### src/rtl/debounce_pkg.sv
`default_nettype none
// ============================================================================
// Module      : debounce_pkg
// Description : Shared types and constants for the scheduled multi-channel
//               button debouncer: channel FSM states, detection-mode
//               encodings, the saturating tick counter type and the
//               per-channel context record kept by the debounce engine.
// Ports       : none (package)
// Revision    : 1.0 - initial release
// ============================================================================
package debounce_pkg;

   // Channel FSM. ZERO/ONE are the settled debounced levels; HOLD1/HOLD0 are
   // the early-detection lockout windows after a rising/falling edge.
   typedef enum logic [1:0] {
      ZERO  = 2'd0,
      ONE   = 2'd1,
      HOLD1 = 2'd2,
      HOLD0 = 2'd3
   } ch_state_e;

   localparam logic MODE_LATE  = 1'b0;
   localparam logic MODE_EARLY = 1'b1;

   // Stability / lockout counter, measured in sample ticks.
   typedef logic [7:0] cnt_t;

   typedef struct packed {
      ch_state_e state;
      cnt_t      cnt;
   } ch_ctx_t;

   localparam ch_ctx_t CTX_RESET = '{state: ZERO, cnt: 8'd0};

endpackage : debounce_pkg
`default_nettype wire

### src/rtl/debounce_scheduler_sync.sv
`default_nettype none
// ============================================================================
// Module      : sync_2ff
// Description : Two-flop synchronizer bank for asynchronous level inputs.
// Ports       : clk   - destination clock
//               rst_n - asynchronous active-low reset (clears both stages)
//               d     - asynchronous input levels [WIDTH]
//               q     - synchronized levels [WIDTH]
// Revision    : 1.0 - initial release
// ============================================================================
module sync_2ff #(
   parameter int WIDTH = 1
) (
   input  logic             clk,
   input  logic             rst_n,
   input  logic [WIDTH-1:0] d,
   output logic [WIDTH-1:0] q
);

   logic [WIDTH-1:0] meta;

   always_ff @(posedge clk or negedge rst_n) begin
      if (!rst_n) begin
         meta <= '0;
         q    <= '0;
      end else begin
         meta <= d;
         q    <= meta;
      end
   end

endmodule : sync_2ff
`default_nettype wire

### src/rtl/debounce_scheduler.sv
`default_nettype none
// ============================================================================
// Module      : debounce_scheduler
// Description : Multi-channel button debouncer built from one shared sample
//               tick generator and one time-multiplexed debounce engine.
//               Every tick starts a sweep that services one channel per
//               clock (channel k in the k+1-th cycle after the tick). Each
//               channel runs late detection (edge reported after
//               STABLE_TICKS stable samples) or early detection (edge
//               reported at once, then a STABLE_TICKS lockout).
//               Optional feature macro: DEBOUNCE_LONG_PRESS_EN adds
//               long_press_o, a one-shot pulse after LONG_TICKS services
//               held pressed.
// Ports       : clk_i        - system clock
//               rst_ni       - asynchronous active-low reset, released
//                              synchronously to clk_i by the reset source
//               btn_i        - raw asynchronous button levels [N_CH]
//               mode_i       - per-channel mode, 0 late / 1 early [N_CH]
//               debounced_o  - debounced levels [N_CH]
//               press_o      - 1-cycle pulse on debounced rise [N_CH]
//               release_o    - 1-cycle pulse on debounced fall [N_CH]
//               long_press_o - 1-cycle long-press pulse [N_CH]
//                              (DEBOUNCE_LONG_PRESS_EN only)
//               tick_o       - 1-cycle pulse when a sample tick fires
//               busy_o       - high while a service sweep is running
// Revision    : 1.0 - initial release
// ============================================================================
module debounce_scheduler
   import debounce_pkg::*;
#(
   parameter int N_CH         = 4,
   parameter int TICK_CYCLES  = 1000,
   parameter int STABLE_TICKS = 8,
   parameter int LONG_TICKS   = 256
) (
   input  logic            clk_i,
   input  logic            rst_ni,
   input  logic [N_CH-1:0] btn_i,
   input  logic [N_CH-1:0] mode_i,
   output logic [N_CH-1:0] debounced_o,
   output logic [N_CH-1:0] press_o,
   output logic [N_CH-1:0] release_o,
`ifdef DEBOUNCE_LONG_PRESS_EN
   output logic [N_CH-1:0] long_press_o,
`endif
   output logic            tick_o,
   output logic            busy_o
);

   localparam int TICK_W = (TICK_CYCLES > 1) ? $clog2(TICK_CYCLES) : 1;
   localparam int IDX_W  = (N_CH > 1) ? $clog2(N_CH) : 1;

   localparam logic [TICK_W-1:0] TICK_LAST = TICK_W'(TICK_CYCLES - 1);
   localparam logic [IDX_W-1:0]  IDX_LAST  = IDX_W'(N_CH - 1);
   localparam cnt_t              STABLE    = cnt_t'(STABLE_TICKS);

   // ------------------------------------------------------------------
   // Elaboration-time parameter range checks
   // ------------------------------------------------------------------
   if (N_CH < 1 || N_CH > 16) begin : g_bad_n_ch
      $error("debounce_scheduler: N_CH out of range 1..16");
   end
   if (TICK_CYCLES < N_CH + 2) begin : g_bad_tick
      $error("debounce_scheduler: TICK_CYCLES must be >= N_CH+2");
   end
   if (STABLE_TICKS < 1 || STABLE_TICKS > 255) begin : g_bad_stable
      $error("debounce_scheduler: STABLE_TICKS out of range 1..255");
   end
   if (LONG_TICKS < 1 || LONG_TICKS > 511) begin : g_bad_long
      $error("debounce_scheduler: LONG_TICKS out of range 1..511");
   end

   // ------------------------------------------------------------------
   // Input synchronization
   // ------------------------------------------------------------------
   logic [N_CH-1:0] btn_sync;

   sync_2ff #(
      .WIDTH (N_CH)
   ) u_sync (
      .clk   (clk_i),
      .rst_n (rst_ni),
      .d     (btn_i),
      .q     (btn_sync)
   );

   // ------------------------------------------------------------------
   // Sample tick generator
   // ------------------------------------------------------------------
   logic [TICK_W-1:0] tick_cnt;

   always_ff @(posedge clk_i or negedge rst_ni) begin
      if (!rst_ni) begin
         tick_cnt <= '0;
      end else if (tick_cnt == TICK_LAST) begin
         tick_cnt <= '0;
      end else begin
         tick_cnt <= tick_cnt + TICK_W'(1);
      end
   end

   // Decoded straight from the counter register, so it is glitch-free and
   // lines up with the cycle the counter holds its terminal value.
   assign tick_o = (tick_cnt == TICK_LAST);

   // ------------------------------------------------------------------
   // Sweep sequencer: busy_o marks the service window, idx the channel
   // being serviced in the current cycle.
   // ------------------------------------------------------------------
   logic [IDX_W-1:0] idx;

   always_ff @(posedge clk_i or negedge rst_ni) begin
      if (!rst_ni) begin
         busy_o <= 1'b0;
         idx    <= '0;
      end else if (tick_o) begin
         busy_o <= 1'b1;
         idx    <= '0;
      end else if (busy_o) begin
         if (idx == IDX_LAST) begin
            busy_o <= 1'b0;
            idx    <= '0;
         end else begin
            idx <= idx + IDX_W'(1);
         end
      end
   end

   // ------------------------------------------------------------------
   // Channel service function
   // ------------------------------------------------------------------
   typedef struct packed {
      ch_ctx_t ctx;
      logic    mode;
      logic    deb;
      logic    press;
      logic    rel;
   } svc_t;

   function automatic svc_t service(
      input ch_ctx_t ctx,
      input logic    mode_seen,
      input logic    mode,
      input logic    s,
      input logic    deb
   );
      svc_t r;
      cnt_t cnt_inc;
      logic toward;

      r.ctx   = ctx;
      r.mode  = mode_seen;
      r.deb   = deb;
      r.press = 1'b0;
      r.rel   = 1'b0;

      // Saturating increment; the counter never needs to exceed STABLE.
      cnt_inc = (ctx.cnt < STABLE) ? ctx.cnt + cnt_t'(1) : STABLE;
      // Sample pushes toward the opposite level of the settled state.
      toward  = (ctx.state == ZERO) ? s : ~s;

      case (ctx.state)
         ZERO, ONE: begin
            r.mode = mode;
            if (mode != mode_seen) begin
               // Switching detection style restarts any partial count.
               r.ctx.cnt = '0;
            end else if (!toward) begin
               r.ctx.cnt = '0;
            end else if (mode == MODE_EARLY || cnt_inc == STABLE) begin
               r.ctx.cnt = '0;
               if (ctx.state == ZERO) begin
                  r.deb       = 1'b1;
                  r.press     = 1'b1;
                  r.ctx.state = (mode == MODE_EARLY) ? HOLD1 : ONE;
               end else begin
                  r.deb       = 1'b0;
                  r.rel       = 1'b1;
                  r.ctx.state = (mode == MODE_EARLY) ? HOLD0 : ZERO;
               end
            end else begin
               r.ctx.cnt = cnt_inc;
            end
         end
         HOLD1, HOLD0: begin
            // Lockout: the input and mode are ignored until the window ends.
            if (cnt_inc == STABLE) begin
               r.ctx.cnt   = '0;
               r.ctx.state = (ctx.state == HOLD1) ? ONE : ZERO;
            end else begin
               r.ctx.cnt = cnt_inc;
            end
         end
         default: begin
            r.ctx = CTX_RESET;
         end
      endcase
      return r;
   endfunction

   // ------------------------------------------------------------------
   // Per-channel context and registered outputs
   // ------------------------------------------------------------------
   ch_ctx_t         ctx_q [N_CH];
   logic [N_CH-1:0] mode_q;     // mode seen at the last ZERO/ONE service
   svc_t            svc;

   always_comb begin
      svc = service(ctx_q[idx], mode_q[idx], mode_i[idx], btn_sync[idx],
                    debounced_o[idx]);
   end

   always_ff @(posedge clk_i or negedge rst_ni) begin
      if (!rst_ni) begin
         for (int k = 0; k < N_CH; k++) begin
            ctx_q[k] <= CTX_RESET;
         end
         mode_q      <= '0;
         debounced_o <= '0;
         press_o     <= '0;
         release_o   <= '0;
      end else begin
         press_o   <= '0;
         release_o <= '0;
         if (busy_o) begin
            ctx_q[idx]       <= svc.ctx;
            mode_q[idx]      <= svc.mode;
            debounced_o[idx] <= svc.deb;
            press_o[idx]     <= svc.press;
            release_o[idx]   <= svc.rel;
         end
      end
   end

`ifdef DEBOUNCE_LONG_PRESS_EN
   // ------------------------------------------------------------------
   // Long-press detection: counts services spent pressed, fires once when
   // the count reaches LONG_TICKS and then parks there until the release.
   // ------------------------------------------------------------------
   localparam logic [8:0] LONG = 9'(LONG_TICKS);

   logic [8:0] hold_cnt [N_CH];
   logic [8:0] hold_inc;

   assign hold_inc = hold_cnt[idx] + 9'd1;

   always_ff @(posedge clk_i or negedge rst_ni) begin
      if (!rst_ni) begin
         for (int k = 0; k < N_CH; k++) begin
            hold_cnt[k] <= '0;
         end
         long_press_o <= '0;
      end else begin
         long_press_o <= '0;
         if (busy_o) begin
            if (svc.press) begin
               hold_cnt[idx] <= '0;
            end else if (debounced_o[idx] && !svc.rel && hold_cnt[idx] < LONG) begin
               hold_cnt[idx] <= hold_inc;
               if (hold_inc == LONG) begin
                  long_press_o[idx] <= 1'b1;
               end
            end
         end
      end
   end
`endif

endmodule : debounce_scheduler
`default_nettype wire

### config.mk
export PLATFORM = sky130hd
export DESIGN_NAME = debounce_scheduler
export DESIGN_NICKNAME = d
export VERILOG_FILES = /design/src/rtl/debounce_pkg.sv /design/src/rtl/debounce_scheduler_sync.sv /design/src/rtl/debounce_scheduler.sv
export SDC_FILE = /design/constraint.sdc
export NUM_CORES = 1
export LEC_CHECK = 0
export ABC_CLOCK_PERIOD_IN_PS = 3200
export CORE_MARGIN = 3
export CORE_UTILIZATION = 55
export CTS_BUF_LIST = sky130_fd_sc_hd__clkbuf_4 sky130_fd_sc_hd__clkbuf_8
export DETAILED_ROUTE_END_ITERATION = 8
export PLACE_DENSITY = 0.75
export SLEW_MARGIN = 20
export SYNTH_ARGS = -nofsm -noshare
export SYNTH_HDL_FRONTEND = slang
export SYNTH_HIERARCHICAL = 1
export SYNTH_SLANG_ARGS = --single-unit
### constraint.sdc
create_clock -name clk_i -period 3.2 [get_ports clk_i]
set_input_delay 0.32 -clock clk_i [delete_from_list [all_inputs] [get_ports clk_i]]
set_output_delay 0.32 -clock clk_i [all_outputs]
set_load 0.03 [all_outputs]
==> results of run 1 <==
[cell usage in the layout, fill, tap and decap left out, drive strengths merged, types with 9 or more instances in the layout]
master	Yosys	final
nand3	9	9
mux4	9	9
dfrtp	77	77
nand2	37	37
o21ai	18	18
a31oi	9	9
and2	20	20
nor2	32	32
clkdlybuf4s50	0	22
clkbuf	6	9
[power groups by stage]
stage	sequential (mW)	combinational (mW)	clock, mW
after floorplan	0.998	0.00585	0
after global placement	0.998	0.0361	0
after detailed placement	0.998	0.0365	0
after CTS	0.978	0.0366	0.744
after global routing	0.979	0.0402	0.786
final	0.978	0.0350	0.729
[cell type report]
type                    count  area, um2  area share, %
clock buffers               9        124           3.22
clock inverters             7       75.1           1.95
inverters                   4       15.0          0.390
multi-input cells         195       1370           35.5
flip-flops and latches     77       1930           50.1
well taps                  72       90.1           2.34
repair buffers             26        250           6.51
[synthesized netlist by cell type (3+ instances only)]
| cell type | instances |
|---|---|
| a211oi_1 | 4 |
| a31oi_1 | 9 |
| and2_1 | 20 |
| clkbuf_1 | 6 |
| dfrtp_1 | 77 |
| ha_1 | 6 |
| inv_1 | 4 |
| mux2_2 | 5 |
| mux4_1 | 8 |
| nand2_1 | 37 |
| nand3_1 | 8 |
| nor2_1 | 31 |
| o211ai_1 | 6 |
| o21ai_0 | 18 |
| o31ai_1 | 5 |
| xnor2_1 | 4 |
| xor2_1 | 3 |
[metal layers]
metal  up-vias  track usage, %  wire length, um
li1       1077               -                -
met1      1090            26.9             2930
met2        62            29.1             2880
met3        12            4.94              320
met4         0            7.31              110
met5         -               0                0
[per-stage QoR]
step / std cells / cell area (um2)
after floorplan: 285 / 3350
after global placement: 374 / 3650
after detailed placement: 374 / 3650
after CTS: 390 / 3850
after global routing: 390 / 3850
final: 390 / 3850
[how the worst max path moves through the flow]
| stage | from | end | slack (ns) |
|---|---|---|---|
| 3_5_place_dp | idx[0]$_DFFE_PN0P_ | debounced_o[2]$_DFFE_PN0P_ | 0.35 |
| 6_report | idx[0]$_DFFE_PN0P_ | debounced_o[2]$_DFFE_PN0P_ | 0.34 |
| 5_1_grt | idx[0]$_DFFE_PN0P_ | debounced_o[2]$_DFFE_PN0P_ | 0.11 |
| 2_1_floorplan | idx[0]$_DFFE_PN0P_ | debounced_o[2]$_DFFE_PN0P_ | 0.61 |
| 3_3_place_gp | idx[0]$_DFFE_PN0P_ | debounced_o[2]$_DFFE_PN0P_ | 0.45 |
| 4_1_cts | idx[0]$_DFFE_PN0P_ | debounced_o[2]$_DFFE_PN0P_ | 0.33 |
[cells by family after synthesis]
family,count (synthesis),share of synthesized area [%]
multiplexers,16,9.22
flip-flops,77,57.5
AND/OR/NAND/NOR,114,16.7
buffers and inverters,13,1.75
XOR/XNOR,8,2.32
adder cells (fa/ha/maj),6,2.24
AO/OA/AOI/OAI,51,10.3
[sequential cells by signal (all words and copies together) (netlist names)]
signal and cells:
debounced_o 4, ctx_q 40, press_o 4, mode_q 4
u_sync/meta 4, tick_cnt 10, u_sync/q 4, busy_o 1
idx 2, release_o 4
[worst max-delay path: stages (launching register included)]
cell and delay [ns]:
dfrtp_1 0.56, mux4_1 0.69, ha_1 0.35, nor2b_1 0.14
nand4_2 0.18, a311oi_1 0.40, o211ai_2 0.24, a41oi_2 0.22
==> summary.md, run 1 <==
| Metric | Value |
|---|---|
| Core Util, Final | around 67% |
| Clock transition at the registers of the reported paths | ~0.08 ns |
| Num ports | 24 |
| Critical path class | flop to flop |
| Top_reg_cell synth | dfrtp_1 |
| Die H | between 80 and 90 um |
| Worst Max-Slew Pin Slew | 0.920 ns |
| DP Worst Slack | between 0.3 and 0.4 ns |
| Tot Pwr | about 1.7 mW |
| Crit path DAT | approximately 3.1 ns |
| Seq/Total Area, Yosys | between 50% and 60% |
| Required time of the critical path | roughly 3.5 ns |
| DRT antenna net count | 0 |
| DR pass1 iterations | 4 |
| Layout cells sized above 1 | 10.4% |
| Yosys warns | 6 |
| Final hold vios | 0 |
| Top-area cell type share of the netlist area | 57.5% |
| CTS max path bufs | 2 |
| CP max FO | 8 |
| Setup ws final | 0.336 ns |
| # DRC | 0 |
| Core Rows | 27 |
| Vias in the first global route | about 2,200 |
| Total CTS buffers | 9 |
| Starting DRT DRC Count | about 190 |
| RSZ-0062 raised after global routing | no |
| Synth-to-layout area growth | 14.8% |
| Final Net Count | 329 |
| Static Leak | approximately 1.6 nW |
| Ranking of synthesized cells by area | dfrtp_1 (58%), mux4_1 (6.3%), nand2_1 (4.1%) |
| Die Span X | roughly 84 um |
| Vias | about 2,200 |
| Worst hold slack | about 0.11 ns |
| Startpoint types | flop |
| Period utilisation layout | between 80% and 90% |
| Post-CTS setup buffers | 0 |
| Logic pwr share | about 2% |
| P per Cell Area | about 450 nW/um2 |
| Status | finished clean |
| Worst slew margin | about 39% |
| GRT overflow | 0 |
| Psw | 391 uW |
| Post-layout min period | between 2 and 3 ns |
| Die area | 7060 um2 |
| DR WL/cell | between 15 and 20 um |
| Final WL | 6230 um |
| Clock Power Share | 41.8% |
| Clock skew | 0.0123 ns |
| Maximum clock rate | approximately 0.35 GHz |
| Peak VDD IR | around 0.32 mV |
| Max_cap viols | 0 |
| CTS H-Tree Depth | 3 |
| CP Capture Type | flop |
| Mean Syn Cell Area | 11.8 um2 |
| Distinct cells, synth | 41 |
| Post-synthesis sequential element count | 77 |
| Asr flop ratio synth | 100% |
| Hold_buf cts | 0 |
| First-pass GRT wire length | 10,700 um |
| Internal cell power | between 1 and 1.5 mW |
| Worst-skew pair later-pin latency | between 0.3 and 0.4 ns |
| Cells after Synth | 285 |
| Largest net degree at the start of global routing | around 80 |
| Slew Limit Fails | 0 |
| HPWL after DPL | 4160 um |
| Switching Share | about 22% |
| Initial antenna violation count | 0 |
| Initial core utilization | 58.7% |
| Core Footprint | 5710 um2 |
| Register-to-Register Path Depth | 7 |
| Worst r2r src | idx[0]$_DFFE_PN0P_ |
| Setup violators final | 0 |
| Clk sinks | 77 |
| Fillers | between 400 and 500 |
| Area leader, netlist | dfrtp_1 |
| Sequential share of power | a little under three fifths |
| GRT Util Overall | 19.3% |
| Mapped Nets | roughly 300 |
| Vias/cell | 5.75 |
| # diodes | 0 |
| Minimum setup slack among reg-to-reg paths | ~0.34 ns |
| Setup TNS | 0 ns |
| Resized Gates After CTS | 0 |
| Worst Hold Class | primary input to asynchronous set/reset pin |
| Routability Congestion | 0.892 |
| CTS tree | done |
| EDFF count, synth | 0 |
| Post-synthesis cell area | 3350 um2 |
| Root buffer cell | clkbuf_8 |
| I/O Buffers | 23 |
| Reg2reg end | debounced_o[2]$_DFFE_PN0P_ |
No activity file was read; power rests on OpenSTA's default activity.
==> inputs of run 2 (changes only) <==
- ABC_CLOCK_PERIOD_IN_PS: 3200 -> 3600
- DONT_BUFFER_PORTS: default -> 1
- PLACE_DENSITY: 0.75 -> 0.7
- clock period: 3.2 -> 3.6 ns (I/O delays scaled with it)
==> summary.md, run 2 (synthesized netlist as in run 1, its figures left out) <==
| Metric | Value |
|---|---|
| Status | finished clean |
| Vias/cell | 5.96 (+3.7%) |
| Worst Hold Class | primary input to flop |
| Most flops, register | ctx_q |
| Synth-to-layout area growth | 9.00% |
| Final hold vios | 0 (unchanged) |
| Slowest-stage cell, CP | dfrtp_1 |
| CP max FO | 17 (+9) |
| Largest net degree at the start of global routing | 78 (unchanged) |
| Initial core utilization | 58.7% (unchanged) |
| Root buffer cell | clkbuf_8 |
| Clock transition at the registers of the reported paths | 0.08 ns (about the same) |
| Maximum clock rate | 0.355 GHz (+1.7%) |
| GRT overflow | 0 (unchanged) |
| Setup TNS | 0 ns (unchanged) |
| First-pass GRT wire length | 10,700 um (+0.58%) |
| Largest registers | ctx_q: 40 flops, tick_cnt: 10 flops |
| DRT antenna net count | 0 (unchanged) |
| Post-layout min period | 2.82 ns (-0.0476 ns) |
| Tot Pwr | 1.56 mW (-11%) |
| Total CTS buffers | 9 (unchanged) |
| Clk sinks | 77 (unchanged) |
| Final Net Count | 306 (-7.0%) |
| Post-CTS setup buffers | 0 (unchanged) |
| # diodes | 0 (unchanged) |
| Die Span X | 84.1 um (unchanged) |
| Clock skew | 0.0102 ns (-0.00211 ns) |
| RSZ-0062 raised after global routing | no |
| Die area | 7060 um2 (unchanged) |
| Non-Filler Instances | 367 (-5.9%) |
| Vias | 2,187 (-2.4%) |
| Routability Congestion | 0.829 (-7.0%) |
| Max_cap viols | 0 (unchanged) |
| Placed cell areas | 3410 um2 (-6.5%) |
| Final WL | 6250 um (+0.34%) |
| Critical path class | flop to flop |
| Core Footprint | 5710 um2 (unchanged) |
| Worst-skew pair later-pin latency | 0.34 ns (about the same) |
| DR WL/cell | 17.0 um (+6.6%) |
| Setup violators final | 0 (unchanged) |
| Peak VDD IR | 0.308 mV (-3.9%) |
| Die H | 84.1 um (unchanged) |
| Max reg flops | 40 (unchanged) |
| Most common library cell in the layout ignoring fill and taps | dfrtp_1 |
| Core Util, Final | 64.0% (-3.4 points) |
| DP Worst Slack | 0.820 ns (+0.469 ns) |
| Slew Limit Fails | 0 (unchanged) |
| Required time of the critical path | 3.86 ns (+0.39 ns) |
| Starting DRT DRC Count | 167 (-12%) |
| CP Buf/Inv Count | 0 (unchanged) |
| Num ports | 24 (unchanged) |
| P per Cell Area | 426 nW/um2 (-6.0%) |
| Vias in the first global route | 2,192 (+0.74%) |
| Chain of cells forming the critical path | mux4_1 > ha_1 > nor2b_1 > nand4_2 > a311oi_1 > o211ai_2 > a41oi_2 |
| Startpoint types | flop |
| Most frequent cells in the layout | dfrtp_1 (77), nand2_1 (37), nor2_1 (31) |
| HPWL after DPL | 4040 um (-3.0%) |
| Post-Layout Inst Area | 3650 um2 (-5.0%) |
| Period utilisation layout | 78.2% (-11 points) |
| Worst Max-Slew Pin Slew | 1.03 ns (+0.109 ns) |
| CP Capture Type | flop |
| Critical Path Max Stage Delay | 0.76 ns (+0.07 ns) |
| Core Rows | 27 (unchanged) |
| Worst hold slack | 0.0423 ns (-0.0674 ns) |
| CTS max path bufs | 2 (unchanged) |
| CTS tree | done |
| DR pass1 iterations | 4 (unchanged) |
| Placed cells | 349 (-6.7%) |
| Setup ws final | 0.783 ns (+0.448 ns) |
| Crit path DAT | 3.08 ns (-0.06 ns) |
| Worst slew margin | 31.0% (-7.6 points) |
| # DRC | 0 (unchanged) |
| I/O Buffers | 0 (-100%) |
| Initial antenna violation count | 0 (unchanged) |
| Largest delay contributor family on the critical path | compound AO/OA/AOI/OAI gates |
| Layout cells sized above 1 | 10.8% (+0.47 points) |
| Static Leak | 1.56 nW (-5.0%) |
| GRT Util Overall | 19.3% (about the same) |
| CTS H-Tree Depth | 3 (unchanged) |
[run 2: cell count changes in the layout (fill, tap and decap cells not counted)]
cell             previous run  this run
clkinv_2                    1         0
inv_6                       1         0
clkbuf_8                    9        10
clkinv_4                    1         0
buf_16                      0         1
dlygate4sd3_1               0         1
clkbuf_4                    0         1
clkinvlp_4                  3         4
buf_4                       4         1
nor3_2                      0         1
nor3_1                      2         1
clkdlybuf4s50_1            22         0
[run 2: area by class of cell]
cell class | count | area [um2]
Tap cell | 72 | 90.1
Sequential cell | 77 | 1930
Inverter | 4 | 15.0
Timing Repair Buffer | 3 | 45.0
Fill cell | 426 | 2060
Clock inverter | 5 | 60.1
Multi-Input combinational cell | 195 | 1370
Clock buffer | 11 | 145
[run 2: what timing repair did]
item | in CTS | in global routing
endpoints found under the hold margin | 77 | 0
setup endpoints to repair | 0 | 0
resized for setup | 0 | 0
hold buffers | 2 | 0
[run 2: power breakdown]
group	switching [mW]	total, mW	internal, mW
Clock	0.313	0.660	0.347
Sequential	0.00109	0.870	0.869
Combinational	0.0201	0.0262	0.00612
[run 2: worst paths after layout]
check,from,end,slack (ns),depth (start not counted)
worst max-delay path,idx[1]$_DFFE_PN0P_,debounced_o[2]$_DFFE_PN0P_,0.78,7
worst min-delay path,btn_i[1],u_sync/meta[1]$_DFF_PN0_,0.04,0
worst max register to register,idx[1]$_DFFE_PN0P_,debounced_o[2]$_DFFE_PN0P_,0.78,7
worst min register to register,u_sync/meta[0]$_DFF_PN0_,u_sync/q[0]$_DFF_PN0_,0.35,0
max in group asynchronous,rst_ni,tick_cnt[7]$_DFF_PN0_,2.73,2
min in group asynchronous,rst_ni,mode_q[2]$_DFFE_PN0P_,0.57,2
[run 2: worst reg2reg max path, cell delays in order (launching register included)]
cell and delay (ns):
dfrtp_1 0.76, mux4_1 0.48, ha_1 0.34, nor2b_1 0.14, nand4_2 0.18, a311oi_1 0.38
o211ai_2 0.24, a41oi_2 0.23
[run 2: metal layers]
| layer | vias up | share of wire (%) | global-route usage (%) |
|---|---|---|---|
| met1 | 1077 | 47 | 27.4 |
| met2 | 65 | 46 | 28.2 |
| li1 | 1033 | - | - |
| met5 | - | 0 | 0 |
| met4 | 0 | 1.9 | 8.92 |
| met3 | 12 | 4.5 | 4.34 |
